**config.mk**
```make
export PLATFORM = sky130hd
export DESIGN_NAME = mem_req_queue
export DESIGN_NICKNAME = d
export VERILOG_FILES = /design/src/rtl/mem_req_queue_pkg.sv /design/src/rtl/mem_req_queue_ram.sv /design/src/rtl/mem_req_queue.sv
export SDC_FILE = /design/constraint.sdc
export NUM_CORES = 1
export LEC_CHECK = 0
export ABC_AREA = 1
export CORE_AREA = 2 2 105 209
export CTS_CLUSTER_DIAMETER = 150
export CTS_CLUSTER_SIZE = 28
export DETAILED_ROUTE_END_ITERATION = 16
export DIE_AREA = 0 0 107 211
export PLACE_DENSITY = 0.76
export REMOVE_ABC_BUFFERS = 1
export SETUP_SLACK_MARGIN = 0.15
export SYNTH_ARGS = -nofsm -noshare
export SYNTH_HDL_FRONTEND = slang
export SYNTH_HIERARCHICAL = 1
export SYNTH_SLANG_ARGS = --single-unit
export TNS_END_PERCENT = 20
```
**constraint.sdc**
```tcl
create_clock -name clk -period 3.58 [get_ports clk]
set_input_delay 0.716 -clock clk [delete_from_list [all_inputs] [get_ports clk]]
set_output_delay 0.716 -clock clk [all_outputs]
set_load 0.05 [all_outputs]
```
**src/rtl/mem_req_queue_pkg.sv**
```systemverilog
// Shared types for the memory request queue. Widths match the riscv memory
// interface constants (MEM_ADDR_BITS / MEM_TAG_BITS).
package mem_req_queue_pkg;
    localparam int MEM_ADDR_BITS = 32;
    localparam int MEM_TAG_BITS  = 8;

    typedef struct packed {
        logic                     rw;
        logic [MEM_ADDR_BITS-1:0] addr;
        logic [MEM_TAG_BITS-1:0]  tag;
    } mem_req_t;
endpackage

```
**src/rtl/mem_req_queue_ram.sv**
```systemverilog
// DEPTH-entry request storage: one write port, one async read port, plus
// per-entry (valid & write) mask and addresses for the hazard comparator.
module mem_req_queue_ram
    import mem_req_queue_pkg::*;
#(
    parameter int DEPTH    = 4,
    parameter int PTR_BITS = 2
) (
    input  logic                                  clk,
    input  logic                                  reset,
    input  logic                                  i_we,
    input  logic [PTR_BITS-1:0]                   i_waddr,
    input  mem_req_t                              i_wdata,
    input  logic                                  i_re,
    input  logic [PTR_BITS-1:0]                   i_raddr,
    output mem_req_t                              o_rdata,
    output logic [DEPTH-1:0]                      o_wr_mask,
    output logic [DEPTH-1:0][MEM_ADDR_BITS-1:0]   o_addr
);
    mem_req_t         r_mem [DEPTH];
    logic [DEPTH-1:0] r_vld;

    always_ff @(posedge clk) begin
        if (i_we) r_mem[i_waddr] <= i_wdata;
    end

    // Read and write never target the same slot in one cycle: that only
    // happens when the queue is empty (no read) or full (no write).
    always_ff @(posedge clk or posedge reset) begin
        if (reset) begin
            r_vld <= '0;
        end else begin
            if (i_re) r_vld[i_raddr] <= 1'b0;
            if (i_we) r_vld[i_waddr] <= 1'b1;
        end
    end

    assign o_rdata = r_mem[i_raddr];

    always_comb begin
        for (int i = 0; i < DEPTH; i++) begin
            o_wr_mask[i] = r_vld[i] & r_mem[i].rw;
            o_addr[i]    = r_mem[i].addr;
        end
    end
endmodule

```
**src/rtl/mem_req_queue.sv**
```systemverilog
// In-order memory request queue between the refill crossbar and the backend,
// with a registered response path and read-after-queued-write nacks.
module mem_req_queue
    import mem_req_queue_pkg::*;
#(
    parameter int DEPTH    = 4,
    parameter int PTR_BITS = 2
) (
    input  logic                     clk,
    input  logic                     reset,
    input  logic                     mem_req_val,
    output logic                     mem_req_rdy,
    input  logic                     mem_req_rw,
    input  logic [MEM_ADDR_BITS-1:0] mem_req_addr,
    input  logic [MEM_TAG_BITS-1:0]  mem_req_tag,
    output logic                     mem_resp_val,
    output logic                     mem_resp_nack,
    output logic [MEM_TAG_BITS-1:0]  mem_resp_tag,
    output logic                     back_req_val,
    input  logic                     back_req_rdy,
    output logic                     back_req_rw,
    output logic [MEM_ADDR_BITS-1:0] back_req_addr,
    output logic [MEM_TAG_BITS-1:0]  back_req_tag,
    input  logic                     back_resp_val,
    input  logic [MEM_TAG_BITS-1:0]  back_resp_tag,
    output logic                     idle
);
    localparam logic [PTR_BITS:0] FULL = (PTR_BITS+1)'(DEPTH);

    logic [PTR_BITS:0]    r_count;
    logic [PTR_BITS-1:0]  r_wr_ptr, r_rd_ptr;
    logic                 r_nack_pend;
    logic [MEM_TAG_BITS-1:0] r_nack_tag;

    logic w_accept, w_deq, w_hit, w_enq, w_nack_set;
    mem_req_t                           w_wdata, w_head;
    logic [DEPTH-1:0]                   w_wr_mask;
    logic [DEPTH-1:0][MEM_ADDR_BITS-1:0] w_addr;

    assign mem_req_rdy = (r_count != FULL) & ~r_nack_pend;
    assign back_req_val = (r_count != '0);
    assign idle         = (r_count == '0) & ~r_nack_pend;

    assign w_accept = mem_req_val & mem_req_rdy;
    assign w_deq    = back_req_val & back_req_rdy;

    // Conservative: the entry leaving this cycle still counts as a hazard.
    always_comb begin
        w_hit = 1'b0;
        for (int i = 0; i < DEPTH; i++)
            if (w_wr_mask[i] && (w_addr[i] == mem_req_addr)) w_hit = 1'b1;
    end

    assign w_nack_set = w_accept & ~mem_req_rw & w_hit;
    assign w_enq      = w_accept & ~w_nack_set;
    assign w_wdata    = '{rw: mem_req_rw, addr: mem_req_addr, tag: mem_req_tag};

    mem_req_queue_ram #(.DEPTH(DEPTH), .PTR_BITS(PTR_BITS)) u_ram (
        .clk       (clk),
        .reset     (reset),
        .i_we      (w_enq),
        .i_waddr   (r_wr_ptr),
        .i_wdata   (w_wdata),
        .i_re      (w_deq),
        .i_raddr   (r_rd_ptr),
        .o_rdata   (w_head),
        .o_wr_mask (w_wr_mask),
        .o_addr    (w_addr)
    );

    assign back_req_rw   = w_head.rw;
    assign back_req_addr = w_head.addr;
    assign back_req_tag  = w_head.tag;

    always_ff @(posedge clk or posedge reset) begin
        if (reset) begin
            r_count  <= '0;
            r_wr_ptr <= '0;
            r_rd_ptr <= '0;
        end else begin
            if (w_enq) r_wr_ptr <= r_wr_ptr + PTR_BITS'(1);
            if (w_deq) r_rd_ptr <= r_rd_ptr + PTR_BITS'(1);
            case ({w_enq, w_deq})
                2'b10:   r_count <= r_count + (PTR_BITS+1)'(1);
                2'b01:   r_count <= r_count - (PTR_BITS+1)'(1);
                default: r_count <= r_count;
            endcase
        end
    end

    // Backend responses win; a pending nack waits and blocks new requests.
    always_ff @(posedge clk or posedge reset) begin
        if (reset) begin
            r_nack_pend   <= 1'b0;
            r_nack_tag    <= '0;
            mem_resp_val  <= 1'b0;
            mem_resp_nack <= 1'b0;
            mem_resp_tag  <= '0;
        end else begin
            mem_resp_val  <= back_resp_val;
            mem_resp_nack <= r_nack_pend & ~back_resp_val;
            mem_resp_tag  <= back_resp_val ? back_resp_tag : r_nack_tag;
            if (w_nack_set) begin
                r_nack_pend <= 1'b1;
                r_nack_tag  <= mem_req_tag;
            end else if (r_nack_pend & ~back_resp_val) begin
                r_nack_pend <= 1'b0;
            end
        end
    end
endmodule

```
==> run metrics, run 1 <==
Worst VDD drop 0.666 mV; DR WL/cell 17.4 um; die area 0.0226 sq mm; die extent in y 211 um; sequential-to-total area share from yosys stat 0.526; Top Layer Used met4; placed cells 1603; fin cells 1636; clock slew at reported path FFs 0.07 ns; ranking of synthesized cells by area edfxtp_1 (46%), nand2_1 (23%), buf_4 (9.4%); crit path max fanout 5; Starting Density 0.516; hold wc startpoint r_count[0]; GPL Wtd Cong 0.964; leakage 5.81 nW; ys flop type edfxtp_1; Slew HR 0.343; total CTS buffers 17; worst path arrival time 3.52 ns; min cycle time layout 3.19 ns; unrepaired setup endpoints after global routing no; TritonRoute pass-1 iters 5; Max Slew Vio Count 0; WL met3 1.48 mm; routed vias/inst 5.03; WHS 0.475 ns; # rows 75; post-DP HPWL 20.3 mm; Startpoint Class input port; r2r startpoint u_ram/r_mem[1][34]; post-cts hold buffer count 0; first-pass GRT wire length 43.2 mm; Synth area leader edfxtp_1; Yosys cell types 30; Util after Layout 0.583; Worst Hold Path Cells 1; CTS tree yes; Clock Latency Late Sink 0.45 ns; Post-DP Area 0.0116 sq mm; Synth Register Bits 194; Worst Path Class, Setup in2reg; cells after synthesis 1313; vias in the first global route 8144; Pwr Density 789 mW/mm^2; Setup crit start mem_req_addr[23]; Sink Count 194; max frequency 313 MHz; Synth async-reset ratio 0.155; worst-margin pin slew 0.985 ns; Tot Pwr 9.63 mW; final instance area 0.0122 sq mm; Max clock buf depth 2; largest net degree at the start of global routing 87; GRT overflow 0; DR WL met2 15.1 mm; IO Port Bufs 107; initial antenna violation count 1; number of post-CTS setup repair buffers 0; vias 8229; Final Hold Viols 0; remaining antenna violation count 0; Die X 107 um; PostCTS Resize Cnt 0; IO Pins 108; internal reg-to-reg setup slack 0.83 ns; most frequent cell after synthesis nand2_1; Ys Warns 6; Starting DRT DRC Count 531; final period utilization 0.891; M1 WL 9.56 mm; CTS H-tree depth 4; Worst EP required 3.91 ns; GRT Total Usage 0.262; skew final 0.00759 ns; Synth top area share 0.456; Post-synth EDFFs 164; fraction of layout instances using a drive strength above 1 0.125; Root Driver clkbuf_16; Residual DRC 0; FF-to-FF path depth 17; Nets 1409; Area Growth Syn to Fin 13.1%; top cells by count, synth nand2_1 (650), edfxtp_1 (164), buf_4 (135), inv_1 (96), nor2_1 (67); area of the core 0.0209 sq mm; cell area after synthesis 0.0108 sq mm; final setup vio count 0; Post-Syn Area per Cell 8.22 sq um; outcome finished clean; # Max-Cap Violations 0; WL final 28.5 mm; worst min-delay path class reg2reg; Worst setup EP type flip-flop
## final timing paths
check | to
setup / recovery | r_count[2]
min in group asynchronous | u_ram/r_vld[1]
setup reg to reg | u_ram/r_mem[0][19]
max in group asynchronous | r_rd_ptr[0]
hold / removal | r_count[0]
hold reg to reg | r_count[0]
## stage by stage
stage / setup TNS [ns] / worst slack (ns)
after floorplan: -6.72 / -0.164
after global placement: -0.0432 / -0.0432
after detailed placement: -0.0672 / -0.0672
after CTS: 0 / 0.411
after global routing: 0 / 0.192
final: 0 / 0.390
## worst max-delay path: stages
cell             delay [ns]
clkdlybuf4s50_1        0.52
buf_4                  0.21
nand2_1                0.07
nand2_1                0.11
nor2_1                 0.15
nand2_1                0.07
nor2_1                 0.21
nand3_1                0.12
nor2_1                 0.10
nor2_1                 0.07
nand2_4                0.08
nand2_4                0.05
nand2_2                0.06
ha_1                   0.13
inv_1                  0.06
fa_1                   0.38
a21oi_1                0.14
o21ai_0                0.11
xor2_1                 0.16
## power breakdown
group | internal (mW) | switching (mW) | total [mW] | leakage (nW)
combinational | 1.30 | 3.25 | 4.55 | 3.64
sequential | 2.93 | 0.235 | 3.17 | 1.88
clock | 0.994 | 0.914 | 1.91 | 0.287
## routing by layer
metal  up-vias  global-route usage
li1       4028                   -
met1      3789               0.259
met2       309               0.470
met3       103              0.0481
met4         0               0.206
met5         -                   0
## registers in the layout, indices dropped and copies added, names as in the netlist
signal         cells
mem_resp_nack      1
mem_resp_tag       8
mem_resp_val       1
r_count            3
r_nack_pend        1
r_nack_tag         8
r_rd_ptr           2
r_wr_ptr           2
u_ram/r_mem      164
u_ram/r_vld        4
## cell type report
cell class	count	area, sq um
Tap cell	269	337
Multi-Input combinational cell	846	3560
Sequential cell	194	5680
Clock buffer	17	425
Fill cell	1798	8720
Clock inverter	15	165
Timing Repair Buffer	179	1610
Antenna cell	1	2.50
Inverter	115	432
## logic make-up (layout without fill, tap and decap cells)
logic type,Yosys count,count (layout),share of synthesized area
flip-flops,194,194,0.526
adder cells (fa/ha/maj),2,2,0.00302
XOR/XNOR,40,40,0.0325
buffers and inverters,273,326,0.144
AND/OR/NAND/NOR,765,765,0.275
other,0,1,0
AO/OA/AOI/OAI,39,39,0.0194
## cells in the final DEF, fill, tap and decap left out, drive strengths merged
| cell | Yosys | final |
|---|---|---|
| clkinv | 2 | 5 |
| o21a | 2 | 2 |
| o21ai | 32 | 32 |
| nor3 | 4 | 4 |
| dfrtp | 30 | 30 |
| o211ai | 3 | 3 |
| or2 | 3 | 3 |
| nand3 | 29 | 29 |
| fa | 1 | 1 |
| edfxtp | 164 | 164 |
| clkdlybuf4s50 | 0 | 66 |
| xnor2 | 25 | 25 |
| ha | 1 | 1 |
| bufinv | 0 | 1 |
| xor2 | 15 | 15 |
| a31oi | 1 | 1 |
| nor2 | 71 | 71 |
| nand4 | 4 | 4 |
| clkbuf | 7 | 17 |
| clkinvlp | 0 | 2 |
| buf | 151 | 113 |
| a21oi | 1 | 1 |
| inv | 113 | 122 |
| nand2 | 653 | 653 |
| diode | 0 | 1 |
| nand3b | 1 | 1 |
Note: power is estimated with default switching activity, not from simulation.
==> run 2, diff against run 1 <==
Settings changed: TNS_END_PERCENT 20 to 50.
==> results of run 2 <==
Same layout as run 1: the final DEF is identical, and so are final timing and power.
